[config.mk]
export PLATFORM = sky130hd
export DESIGN_NAME = piso_serializer
export DESIGN_NICKNAME = d
export VERILOG_FILES = /design/src/rtl/piso_serializer.sv
export SDC_FILE = /design/constraint.sdc
export NUM_CORES = 1
export LEC_CHECK = 0
export ABC_AREA = 1
export CORE_AREA = 2 2 39 41
export DETAILED_ROUTE_END_ITERATION = 6
export DIE_AREA = 0 0 41 43
export HOLD_SLACK_MARGIN = 0.03
export PLACE_DENSITY_LB_ADDON = 0.08
export SETUP_SLACK_MARGIN = 0.4
export SYNTH_ARGS = -nofsm -noshare
export SYNTH_HDL_FRONTEND = slang
export SYNTH_SLANG_ARGS = --single-unit
export TNS_END_PERCENT = 20
[constraint.sdc]
create_clock -name clk -period 2.4 [get_ports clk]
set_clock_uncertainty 0.2 [all_clocks]
set_input_delay 0.24 -clock clk [delete_from_list [all_inputs] [get_ports clk]]
set_output_delay 0.24 -clock clk [all_outputs]
set_load 0.1 [all_outputs]
[src/rtl/piso_serializer.sv]
// Parallel-in, serial-out transmitter: WIDTH-bit words in over valid/ready, MSB-first out.
// A one-word holding buffer lets consecutive frames run with no idle bit between them.
module piso_serializer #(
  parameter int WIDTH = 4
) (
  input  logic             clk,
  input  logic             rst,
  input  logic [WIDTH-1:0] in_data,
  input  logic             in_valid,
  output logic             in_ready,
  output logic             serial_out,
  output logic             frame_active,
  output logic             frame_done
);

  localparam int CW = (WIDTH > 2) ? $clog2(WIDTH) : 1;
  localparam logic [CW-1:0] LAST_CNT = CW'(WIDTH - 1);

  typedef enum logic {
    IDLE,
    SHIFT
  } state_t;

  state_t           state;
  logic [WIDTH-1:0] shift_reg;
  logic [WIDTH-1:0] hold_reg;
  logic [CW-1:0]    bit_cnt;
  logic             hold_full;
  logic             accept;
  logic             last;

  assign in_ready     = !hold_full;
  assign accept       = in_valid & in_ready;
  assign last         = (state == SHIFT) && (bit_cnt == LAST_CNT);
  assign serial_out   = (state == SHIFT) ? shift_reg[WIDTH-1] : 1'b0;
  assign frame_active = (state == SHIFT);
  assign frame_done   = last;

  // On the last bit a held word takes precedence over a fresh accept; the hold
  // buffer being full also forces in_ready low, so both can never coincide.
  always_ff @(posedge clk) begin
    if (rst) begin
      state     <= IDLE;
      shift_reg <= '0;
      hold_reg  <= '0;
      bit_cnt   <= '0;
      hold_full <= 1'b0;
    end else begin
      case (state)
        IDLE: begin
          if (accept) begin
            shift_reg <= in_data;
            bit_cnt   <= '0;
            state     <= SHIFT;
          end
        end
        SHIFT: begin
          if (!last) begin
            shift_reg <= {shift_reg[WIDTH-2:0], 1'b0};
            bit_cnt   <= bit_cnt + 1'b1;
            if (accept) begin
              hold_reg  <= in_data;
              hold_full <= 1'b1;
            end
          end else if (hold_full) begin
            shift_reg <= hold_reg;
            hold_full <= 1'b0;
            bit_cnt   <= '0;
          end else if (accept) begin
            shift_reg <= in_data;
            bit_cnt   <= '0;
          end else begin
            state     <= IDLE;
            shift_reg <= '0;
            bit_cnt   <= '0;
          end
        end
        default: begin
          state <= IDLE;
        end
      endcase
    end
  end

endmodule

==> results.md <==
- The detailed router's first-iteration violation count is 13.
- Dividing the final minimum period by the clock period gives between 70% and 80%.
- Pin placement for this block handled 11 I/O pins.
- The cell area power density is 608 mW/mm².
- After detailed routing, the average wire length per cell comes to about 11 µm.
- The fraction of final layout cells with drive strength greater than 1 is a little under a fifth.
- The number of clock buffers inserted by TritonCTS is 3.
- Summed over all layers, the global routing overflow is 0.
- For the pin with the worst max-slew slack, the measured transition is between 0.3 and 0.4 ns.
- In the global route stage, overall resource usage came out at ~18%.
- Counting I/O delays and the setup requirement, the final critical path takes roughly 1.8 ns.
- The finished layout holds roughly 110 standard cells, fillers aside.
- After synthesis, the mean cell area works out to ~7 µm².
- The final-layout setup total negative slack is 0 ns.
- The final wirelength is ~1200 µm.
- Once detailed placement completed, the half-perimeter wirelength came to about 970 µm.
- The core box area is 0.00138 mm².
- The number of nets produced by synthesis is 94.
- For this run, the slowest stage of the critical path takes between 0.3 and 0.4 ns.
- The headroom to the max-slew limit is roughly three quarters.
- Once detail routing completed, the nets flagged for antenna violations numbered 0.
- In this run the static leakage power is about 0.32 nW.
- The pre-antenna-repair detailed-routing pass consisted of 4 iterations.
- The count of buffers from port buffering is 10.
- The total design power is 0.000454 W.
- The sequential fraction of the synthesis area is roughly 40%.
- The number of antenna violations at the first check in global routing is 0.
- The number of hold violations in the final report was 0.
- The max-capacitance violation count is 0.
- The critical path data required time is between 1.5 and 2 ns.
- The signal arrival time at the worst endpoint is 1.39 ns.
- The first global-routing pass estimated slightly above 2000 µm of wire.
- The combined buffer and inverter count along the critical path is 2.
- With fillers left out, the area of the finished cells amounts to approximately 750 µm².
- The total instance count after detailed placement is 111.
- The number of gates resized after CTS was 0.
- The path category of the worst min-delay check is register to register.
- The maximum resistive drop on vdd is 0.000354 V.
- The highest attainable clock frequency is ~0.55 GHz.
- After floorplanning, the core was divided into 14 placement rows.
- The number of nets in the finished design is 108.
- The total count of max-transition violations in the final report is 0.
- The initial cell density of the core is 43.7%.
- The cell area after synthesis is a little over 600 µm².
- Setup slack closes at between 0.5 and 0.6 ns.
- TritonCTS built the clock tree.
- Compared with the post-synthesis result, the final layout area differs by 23.6%.
- The worst setup path is captured at an output pin.
- The number of instances in the synthesized netlist is 86.
- The tree built by TritonCTS fans out to 12 sinks.
- The clock insertion delay at the later pin of the skew report is around 0.27 ns.
- Setup violations remaining at the end of the flow were counted as 0.
- Clock-pin slew was measured on the worst setup and hold paths at roughly 0.07 ns.
- The flop and latch count out of synthesis is 12.
- In the routed layout, each cell is associated on average with a via count of approximately 4.9.
- The count of yosys warnings during synthesis is 0.
- Synthesis instantiated 19 different standard cells from the library.
- Entering global routing, the biggest net connects 9 pins.
- The number of global-route vias before repair is roughly 480.
- The full die area is 0.00176 mm².
- The run finished with clean final reports.
- The slowest library cell on the worst path is dfxtp_1.
- The number of remaining DRC errors is 0.
- The launching element type of the critical path is a register.
- The repair_antennas step left the layout with diodes totalling 0.
- Traced cell by cell, the critical path runs through ha_1 -> nand2_1 -> clkinvlp_4 -> buf_12.
- The maximum level of the CTS H-tree is 1.
- Setup repair after global routing left no endpoint under its margin.
- Detailed routing inserted a total of 560 vias.
- In this run the clock root is driven by a clkbuf_4.
- The final weighted congestion in routability-driven placement is roughly 0.82.
- Of all nets on the critical path, the largest fanout is 4.
- The critical path is of the register to output pin type.
- Measured along the x axis, the die boundary spans slightly above 40 µm.
- The kind of cell adding the most delay to the critical path is buffers and inverters.
- After detailed placement, the total cell area comes to just over 700 µm².
- Counting along the longest clock path gives a buffer depth of 2.
- The count of hold-fix buffers inserted at cts is 0.
- The die is 43 µm tall.
- The pre-CTS setup slack is about 0.70 ns.
- In this run the post-CTS setup repair buffer count came out at 0.
## cell usage after synthesis, drive strengths merged
cell type | count | area, µm²
o21ai | 8 | 40.0
ha | 1 | 12.5
dfxtp | 12 | 240
a21oi | 7 | 38.8
nor3 | 2 | 10.0
nand3 | 10 | 62.6
nor2 | 15 | 63.8
buf | 1 | 7.51
nand4 | 1 | 6.26
inv | 7 | 28.8
clkinv | 1 | 5.00
nand2 | 21 | 88.8
## placed cells by master (no fill, tap or decap)
master,synthesis,routed
a21oi_1,6,6
a21oi_2,1,1
buf_12,0,1
buf_4,1,3
clkbuf_4,0,3
clkdlybuf4s50_1,0,6
clkinv_2,1,1
clkinvlp_4,0,1
dfxtp_1,12,11
dfxtp_2,0,1
ha_1,1,1
inv_1,4,3
inv_2,2,2
inv_4,1,1
nand2_1,19,19
nand2_2,1,1
nand2_4,1,1
nand3_1,9,9
nand3_4,1,1
nand4_1,1,1
nor2_1,14,14
nor2_4,1,1
nor3_1,2,2
o21ai_0,8,8
## through the flow
step	hold slack (ns)	util, %
after global routing	0.282	54.0
after detailed placement	0.255	52.4
after CTS	0.265	54.0
final	0.256	54.0
after floorplan	0.102	-
after global placement	0.252	52.4
## metal layers
layer  global-route usage, %  vias to the layer above  wire (µm)
met5                       0                        -          0
met4                    14.0                        0         52
met3                    6.28                        5         38
met2                    24.7                        9        534
met1                    21.1                      238        619
li1                        -                      308          -
## cells by family after synthesis
logic type / share of synthesized area, %
and+or+nand+nor: 38.3
DFF: 39.8
adders and majority gates: 2.07
AOI/OAI and AO/OA: 13.0
buffers and inverters: 6.83
## final timing paths
kind,startpoint,endpoint,slack [ns],cells after the start
worst min-delay path,bit_cnt[0]$_SDFFE_PP0P_,bit_cnt[0]$_SDFFE_PP0P_,0.26,1
worst max-delay path,bit_cnt[0]$_SDFFE_PP0P_,frame_done,0.57,4
worst max register to register,bit_cnt[0]$_SDFFE_PP0P_,shift_reg[2]$_SDFFE_PP0P_,1.01,5
worst min register to register,bit_cnt[0]$_SDFFE_PP0P_,bit_cnt[0]$_SDFFE_PP0P_,0.26,1
## where the power goes
part	total [W]	leakage [nW]	internal (W)	switching, W
sequential	0.000228	0.0991	0.000216	0.0000128
clock	0.000122	0.0138	0.0000582	0.0000641
combinational	0.000104	0.202	0.0000351	0.0000687
## cell type report
type | count | area, µm²
Sequential cell | 12 | 241
Multi-Input combinational cell | 65 | 323
Fill cell | 138 | 637
Tap cell | 16 | 20.0
Clock buffer | 3 | 22.5
Inverter | 8 | 37.5
Timing Repair Buffer | 10 | 103
(Power assumes the default switching activity.)
